$ cat src/rtl/l2tlb_pkg.sv
// Shared types and sizing for the L2 TLB miss sequencer.
package l2tlb_pkg;

   localparam int VPN_W      = 36;
   localparam int TLB_DATA_W = 64;
   localparam int SET_BITS   = 7;
   localparam int NUM_SETS   = 1 << SET_BITS;

   typedef enum logic [2:0] {
      IDLE,
      LOOKUP,
      WALK_REQ,
      WALK_WAIT,
      FILL,
      FLUSH
   } state_t;

   // dst: 0 = instruction side, 1 = data side
   typedef struct packed {
      logic [VPN_W-1:0] vpn;
      logic             dst;
   } req_t;

endpackage

$ cat src/rtl/l2tlb_rr_arb2.sv
// Two-way round-robin grant; the pointer only moves when both sides compete.
module l2tlb_rr_arb2 (
   input  logic       clk,
   input  logic       rst,
   input  logic       en,
   input  logic [1:0] req,
   output logic [1:0] gnt
);

   logic ptr;

   always_comb begin
      gnt = '0;
      if (en) begin
         if (&req) gnt[ptr] = 1'b1;
         else      gnt      = req;
      end
   end

   always_ff @(posedge clk or posedge rst) begin
      if (rst)             ptr <= 1'b0;
      else if (en && &req) ptr <= ~ptr;
   end

endmodule

$ cat src/rtl/l2tlb_miss_ctrl.sv
// L2 TLB miss sequencer: arbitrates I/D misses, looks up, walks, fills, and sweeps on flush.
module l2tlb_miss_ctrl
   import l2tlb_pkg::*;
(
   input  logic                  clk,
   input  logic                  rst,
   input  logic                  ireq_vld,
   input  logic [VPN_W-1:0]      ireq_vpn,
   output logic                  ireq_rdy,
   input  logic                  dreq_vld,
   input  logic [VPN_W-1:0]      dreq_vpn,
   output logic                  dreq_rdy,
   output logic                  rsp_vld,
   output logic                  rsp_dst,
   output logic                  rsp_fault,
   output logic [TLB_DATA_W-1:0] rsp_data,
   output logic                  tlb_rd_en,
   output logic [SET_BITS-1:0]   tlb_rd_addr,
   output logic [VPN_W-1:0]      tlb_rd_vpn,
   input  logic                  tlb_hit,
   input  logic [TLB_DATA_W-1:0] tlb_hit_data,
   output logic [SET_BITS-1:0]   tlb_wr_addr,
   output logic [TLB_DATA_W-1:0] tlb_wr_data,
   output logic                  tlb_wr_wen,
   output logic                  tlb_wr_invl,
   output logic                  walk_req_vld,
   output logic [VPN_W-1:0]      walk_req_vpn,
   input  logic                  walk_req_rdy,
   input  logic                  walk_rsp_vld,
   input  logic                  walk_rsp_fault,
   input  logic [TLB_DATA_W-1:0] walk_rsp_data,
   input  logic                  flush_req,
   output logic                  flush_busy
);

   state_t                state, state_nxt;
   req_t                  cur, cur_nxt;
   logic [TLB_DATA_W-1:0] ent, ent_nxt;
   logic [SET_BITS-1:0]   idx, idx_nxt;
   logic                  flush_pend, pend_nxt;
   logic                  init;
   logic                  arb_en;
   logic [1:0]            gnt;

   // init holds the first cycle after reset release quiet, so nothing is accepted then
   assign arb_en = (state == IDLE) && !init && !flush_pend && !flush_req;

   l2tlb_rr_arb2 u_arb (
      .clk (clk),
      .rst (rst),
      .en  (arb_en),
      .req ({dreq_vld, ireq_vld}),
      .gnt (gnt)
   );

   always_ff @(posedge clk or posedge rst) begin
      if (rst) begin
         state      <= IDLE;
         cur        <= '0;
         ent        <= '0;
         idx        <= '0;
         flush_pend <= 1'b0;
         init       <= 1'b1;
      end else begin
         state      <= state_nxt;
         cur        <= cur_nxt;
         ent        <= ent_nxt;
         idx        <= idx_nxt;
         flush_pend <= pend_nxt;
         init       <= 1'b0;
      end
   end

   always_comb begin
      state_nxt    = state;
      cur_nxt      = cur;
      ent_nxt      = ent;
      idx_nxt      = idx;
      pend_nxt     = flush_pend;
      ireq_rdy     = 1'b0;
      dreq_rdy     = 1'b0;
      rsp_vld      = 1'b0;
      rsp_dst      = 1'b0;
      rsp_fault    = 1'b0;
      rsp_data     = '0;
      tlb_rd_en    = 1'b0;
      tlb_rd_addr  = '0;
      tlb_rd_vpn   = '0;
      tlb_wr_addr  = '0;
      tlb_wr_data  = '0;
      tlb_wr_wen   = 1'b0;
      tlb_wr_invl  = 1'b0;
      walk_req_vld = 1'b0;
      walk_req_vpn = '0;
      flush_busy   = 1'b0;

      case (state)
         IDLE: begin
            if (!init) begin
               if (flush_pend || flush_req) begin
                  state_nxt = FLUSH;
                  idx_nxt   = '0;
                  pend_nxt  = 1'b0;
               end else if (|gnt) begin
                  cur_nxt.dst = gnt[1];
                  cur_nxt.vpn = gnt[1] ? dreq_vpn : ireq_vpn;
                  ireq_rdy    = gnt[0];
                  dreq_rdy    = gnt[1];
                  tlb_rd_en   = 1'b1;
                  tlb_rd_addr = cur_nxt.vpn[SET_BITS-1:0];
                  tlb_rd_vpn  = cur_nxt.vpn;
                  state_nxt   = LOOKUP;
               end
            end
         end
         LOOKUP: begin
            if (tlb_hit) begin
               rsp_vld   = 1'b1;
               rsp_dst   = cur.dst;
               rsp_data  = tlb_hit_data;
               state_nxt = IDLE;
            end else begin
               state_nxt = WALK_REQ;
            end
         end
         WALK_REQ: begin
            walk_req_vld = 1'b1;
            walk_req_vpn = cur.vpn;
            if (walk_req_rdy) state_nxt = WALK_WAIT;
         end
         WALK_WAIT: begin
            if (walk_rsp_vld) begin
               if (walk_rsp_fault) begin
                  rsp_vld   = 1'b1;
                  rsp_dst   = cur.dst;
                  rsp_fault = 1'b1;
                  rsp_data  = walk_rsp_data;
                  state_nxt = IDLE;
               end else begin
                  ent_nxt   = walk_rsp_data;
                  state_nxt = FILL;
               end
            end
         end
         FILL: begin
            tlb_wr_wen  = 1'b1;
            tlb_wr_addr = cur.vpn[SET_BITS-1:0];
            tlb_wr_data = ent;
            rsp_vld     = 1'b1;
            rsp_dst     = cur.dst;
            rsp_data    = ent;
            state_nxt   = IDLE;
         end
         FLUSH: begin
            tlb_wr_invl = 1'b1;
            tlb_wr_addr = idx;
            flush_busy  = 1'b1;
            idx_nxt     = idx + 1'b1;
            if (&idx) state_nxt = IDLE;
         end
         default: state_nxt = IDLE;
      endcase

      // a flush arriving mid-operation waits for that operation to finish
      if (flush_req && (init || (state != IDLE && state != FLUSH))) pend_nxt = 1'b1;
   end

endmodule

$ cat config.mk
export PLATFORM = sky130hd
export DESIGN_NAME = l2tlb_miss_ctrl
export DESIGN_NICKNAME = d
export VERILOG_FILES = /design/src/rtl/l2tlb_pkg.sv /design/src/rtl/l2tlb_rr_arb2.sv /design/src/rtl/l2tlb_miss_ctrl.sv
export SDC_FILE = /design/constraint.sdc
export NUM_CORES = 1
export LEC_CHECK = 0
export CELL_PAD_IN_SITES_DETAIL_PLACEMENT = 1
export CELL_PAD_IN_SITES_GLOBAL_PLACEMENT = 1
export CORE_AREA = 2 2 170 172
export CTS_BUF_LIST = sky130_fd_sc_hd__clkbuf_8
export DETAILED_ROUTE_END_ITERATION = 6
export DIE_AREA = 0 0 172 174
export GPL_TIMING_DRIVEN = 1
export PLACE_DENSITY = 0.74
export REMOVE_ABC_BUFFERS = 1
export SLEW_MARGIN = 20
export SYNTH_ARGS = -nofsm -noshare
export SYNTH_HDL_FRONTEND = slang
export SYNTH_SLANG_ARGS = --single-unit
$ cat constraint.sdc
create_clock -name clk -period 7.3 [get_ports clk]
set_input_delay 1.095 -clock clk [delete_from_list [all_inputs] [get_ports clk]]
set_output_delay 1.095 -clock clk [all_outputs]
set_load 0.05 [all_outputs]
### Yosys cells after proc, flatten, opt, wreduce, memory -nomap -nowiden

Index checks and enable logic that the tools add are counted.

* bits in registers: 114
* input bits: 209
* word-level logic and storage cells: 113

* $add $sub $neg: 1
* magnitude comparators: 2
* equal/unequal tests: 13
* mux-type cells: 60
* bitwise gates (word level): 4
* reduce and logical (&&, ||, !) cells: 25

Operators with widths (count)
* two-way mux 64 bit: 4
* two-way mux 36 bit: 6
* case mux 64 bit (3 select lines): 1
* two-way mux 7 bit: 6
* case mux 7 bit (2 select lines): 2
* two-way mux 1 bit: 27
* two-way mux 3 bit: 7
* case mux 3 bit (5 select lines): 1
* AND reduction 3 bit: 3
* inequality test 2 bit (second input constant): 4
* adder 7 x 1 -> 7 bit (second input constant): 1
* logical AND 1 bit: 7
* AND reduction 7 bit: 1
* equality test 3 x 2 -> 1 bit (second input constant): 2
* equality test 3 bit (second input constant): 2
* two-way mux 2 bit: 3
* case mux 1 bit (3 select lines): 2
* nonzero test 2 bit: 3
* AND reduction 5 bit: 1
* inequality test 2 x 1 -> 1 bit (second input constant): 2
* inverter 1 bit: 4
* AND reduction 4 bit: 1
* equality test 3 x 1 -> 1 bit (second input constant): 1
* zero test 1 bit: 3
* 10 further kinds: 11

### Depth between registers and ports, before layout

* word-level depth: 11
* gate-level depth with buffers: 7
* mapped depth without buffers: 5

### By module

Synthesis repeated with hierarchy kept, for this count alone.

* cell total of the unflattened synthesis: 736
* area, all modules: 7120.6 um^2

Modules (own cells, without submodules)
* l2tlb_miss_ctrl: times used 1, cells each 727, area an instance 7056.8 um^2, sequential area each 2829.0 um^2
* l2tlb_rr_arb2: times used 1, cells each 9, area an instance 63.8 um^2, sequential area each 25.0 um^2

### Worst setup path after synthesis

OpenSTA, ideal clock, no wires.

* kind: input port to output port
* start: input flush_req
* end: output tlb_rd_vpn[0]
* data arrival time: 3.166 ns
* path slack: 3.039 ns
* cell stages on the path: 7
* buffers on the path: 3
* path through: nor2_1 > o2111ai_1 > buf_2 > buf_4 > mux2i_1 > nor2_1 > buf_4

* cells in the longest elaborated chain, start to end: 8

Ends and longest elaborated chain
* from (decl): line l2tlb_miss_ctrl.sv:32 `input logic flush_req,`
* zero test 1 bit: line l2tlb_miss_ctrl.sv:46 `assign arb_en = (state == IDLE) && !init && !flush_pend && !flush_req;`
* logical AND 1 bit: line l2tlb_miss_ctrl.sv:46
* two-way mux 2 bit: line l2tlb_rr_arb2.sv:14 `if (en) begin`
* two-way mux 36 bit or OR reduction 2 bit (tied branches): line l2tlb_miss_ctrl.sv:106, l2tlb_miss_ctrl.sv:104
* two-way mux 36 bit: line l2tlb_miss_ctrl.sv:104 `end else if (|gnt) begin`
* two-way mux 36 bit *: line l2tlb_miss_ctrl.sv:100 `if (flush_pend || flush_req) begin`
* two-way mux 36 bit *: line l2tlb_miss_ctrl.sv:99 `if (!init) begin`
* two-way mux 36 bit *: line l2tlb_miss_ctrl.sv:97 `case (state)`
* to (decl): line l2tlb_miss_ctrl.sv:19 `output logic [VPN_W-1:0] tlb_rd_vpn,`

Mark *: on every way between the ends. The rest lies on a longest branch, timed or not.

### Worst setup path in the final report

* start: input flush_req
* end: output tlb_rd_vpn[5]

The elaborated chain is that of the path after synthesis.

==> impl_metrics.json <==
{
  "hold_viol_final": 0,
  "final-setup-viol-count": 0,
  "rrSetupSlack_ns": 4.64,
  "grt_pass1_wl_mm": 42.0,
  "slew_viol_final": 0,
  "status": "completed",
  "instances_no_fill": 1434,
  "pwr-share-clk_pct": 17.3,
  "grt_max_degree": 102,
  "crit_path_max_fanout": 33,
  "die_h_um": 174,
  "p_leak_nw": 5.10,
  "yosysMostFrequentCell": "dfrtp_1",
  "fin_hold_ws_ns": 0.473,
  "post_route_cells_drive_above_1_share_pct": 10.8,
  "start_kind": "input pin",
  "drv_cap": 0,
  "port_buffers": 432,
  "critPathCaptureType": "output pin",
  "relSlewSlack_pct": 39.1,
  "power_switching_share_pct": 46.0,
  "hold_start": "cur[33]",
  "max_freq_mhz": 194,
  "nFillCells": 3162,
  "synth_seq_cells": 114,
  "synthesis.area_mm2": 0.00654,
  "r2r_end": "ent[15]",
  "htree_levels": 4,
  "crit_type": "input pin to output pin",
  "tightest_slew_ns": 0.914,
  "holdPathEnd": "cur[33]",
  "yosysTopAreaCell": "dfrtp_1",
  "grt_pass1_vias": 7182,
  "via_per_inst": 4.72,
  "insertion_delay_ns": 0.43,
  "postCtsSetupRepairBufs": 0,
  "cts-hold-fix-buffers": 0,
  "routedWlPerCell_um": 19.5,
  "p_per_area_mw_per_mm2": 336,
  "intPower_mw": 2.11,
  "hold_class": "flip-flop to flip-flop",
  "startpoint": "flush_req",
  "io_pins": 433,
  "antenna_found_initial": 4,
  "area_growth_syn_to_layout_pct": 77.5,
  "worstReg2RegStart": "state[1]",
  "p_switching_mw": 1.80,
  "vdd_drop_max_v": 0.000129,
  "route.vias.total": 6770,
  "clkSinkCount": 114,
  "drc": 0,
  "rows": 62,
  "post_cts_resized": 0,
  "numCtsBuffers": 17,
  "combPwrFrac_pct": 55.0,
  "die_w_um": 172,
  "start_util_pct": 23.1,
  "synthCells": 640,
  "required_ns": 6.20,
  "timing.final.crit_share_pct": 70.6,
  "clock_skew_ns": 0.0225,
  "routed_wl_mm": 28.0,
  "place.gp.congestion": 0.769,
  "seqPwrFrac_pct": 27.7,
  "clk_pin_slew_worst_paths_ns": 0.07,
  "worstPathArrival_ns": 4.06,
  "synthFlopType": "dfrtp_1",
  "synth_edf_count": 0,
  "synth_area_per_cell_um2": 10.2,
  "gr-usage-all-layers_pct": 18.2,
  "fin_crit_ns": 5.15,
  "yosysSeqAreaShare_pct": 43.7,
  "synthArstFlopShare_pct": 100,
  "cts_tree": "yes",
  "die_area_mm2": 0.0299,
  "cts.root.buffer_cell": "clkbuf_8",
  "synthTopCellsByArea": "dfrtp_1 43%, mux2_2 10%, a221o_1 9.8%",
  "ant_nets": 0,
  "ff2ff_path_depth": 4,
  "firstDrtPassIters": 4,
  "ys_types": 52,
  "synth_common_cells": "113 x dfrtp_1, 64 x a221o_1, 64 x and3_1",
  "drt_iter0_drc": 258,
  "dp_hpwl_mm": 21.1,
  "core_mm2": 0.0282,
  "fin_nets": 1244,
  "netlist.area_leader.share_pct": 43.3,
  "min_path_cells": 2,
  "grt_overflow": 0,
  "rsz0062_at_grt": "no",
  "dpl.cell_count": 1399,
  "yosysWarningCount": 0,
  "cts_buffer_depth": 2
}
-- area by class of cell --
cell class	instances	area [um^2]	area share [%]
Antenna cell	3	7.51	0.0647
Inverter	9	36.3	0.313
Sequential cell	114	2860	24.6
Clock buffer	18	248	2.14
Multi-Input combinational cell	451	3380	29.1
Tap cell	384	480	4.14
Timing Repair Buffer	441	4400	38.0
Clock inverter	14	189	1.63
-- routing by layer --
| layer | up-vias | wire length [um] | global-route usage (%) | share of wire, % |
|---|---|---|---|---|
| li1 | 3143 | - | - | - |
| met1 | 3305 | 11100 | 20.5 | 40 |
| met2 | 298 | 14100 | 32.3 | 51 |
| met3 | 24 | 2300 | 6.03 | 8.2 |
| met4 | 0 | 479 | 5.18 | 1.7 |
| met5 | - | 0 | 0 | 0 |
-- logic make-up after synthesis --
logic type	Yosys count	synth area share, %
and+or+nand+nor	214	17.5
muxes	102	16.9
AOI/OAI and AO/OA	132	16.2
buffers and inverters	75	5.30
xor gates and xnor gates	1	0.134
adders and majority gates	1	0.191
other	1	0.0574
DFF	114	43.7
-- critical path: stages --
cell and delay, ns:
clkdlybuf4s50_1 0.41, nor2_1 0.55, o2111ai_4 0.34, buf_4 0.39, mux2i_1 0.20, nor2_1 0.22
clkdlybuf4s50_1 0.85
-- worst max-delay path by stage --
stage,slack [ns],depth (start not counted),endpoint
after floorplan,-0.99,3,rsp_dst
after global placement,2.17,7,tlb_rd_addr[5]
after detailed placement,2.08,7,tlb_rd_vpn[5]
after CTS,2.07,7,tlb_rd_vpn[5]
after global routing,1.92,7,tlb_rd_vpn[5]
final,2.15,7,tlb_rd_vpn[5]
-- state kept, by name, indices dropped and copies added, names as in the netlist --
register    cells
flush_pend      1
cur            37
ent            64
state           3
idx             7
u_arb.ptr       1
init            1
-- per-stage QoR --
stage          setup slack [ns]  total power [mW]  TNS, ns  utilization (%)  instance area [um^2]
3_5_place_dp               2.08              3.26        0             39.5                 11200
4_1_cts                    2.07              3.96        0             41.1                 11600
6_report                   2.15              3.90        0             41.1                 11600
5_1_grt                    1.92              4.14        0             41.1                 11600
3_3_place_gp               2.17              3.23        0             39.5                 11200
2_1_floorplan            -0.993              2.45   -50.51                -                  6220
-- cell usage in the layout, fill, tap and decap left out, drive strengths merged, types with 4 or more instances in the layout --
cell type	Yosys	layout
a22o	7	7
clkinv	0	6
o21ai	39	39
o31ai	4	4
buf	33	9
nand2	45	45
a21oi	5	5
nor2	43	43
clkbuf	33	18
mux2	65	65
inv	9	12
bufinv	0	4
a221o	64	64
dfrtp	113	113
and3	64	64
nor3	4	4
mux2i	37	37
nand3	4	4
and2	38	38
clkdlybuf4s50	0	432
-- power groups by stage --
stage / clock network, mW / logic, mW / registers (mW)
floorplan: 0 / 1.39 / 1.05
global placement: 0 / 2.16 / 1.08
detailed placement: 0 / 2.17 / 1.10
CTS: 0.705 / 2.17 / 1.08
global route: 0.734 / 2.27 / 1.13
finish: 0.676 / 2.15 / 1.08
No activity file was read; power rests on OpenSTA's default activity.
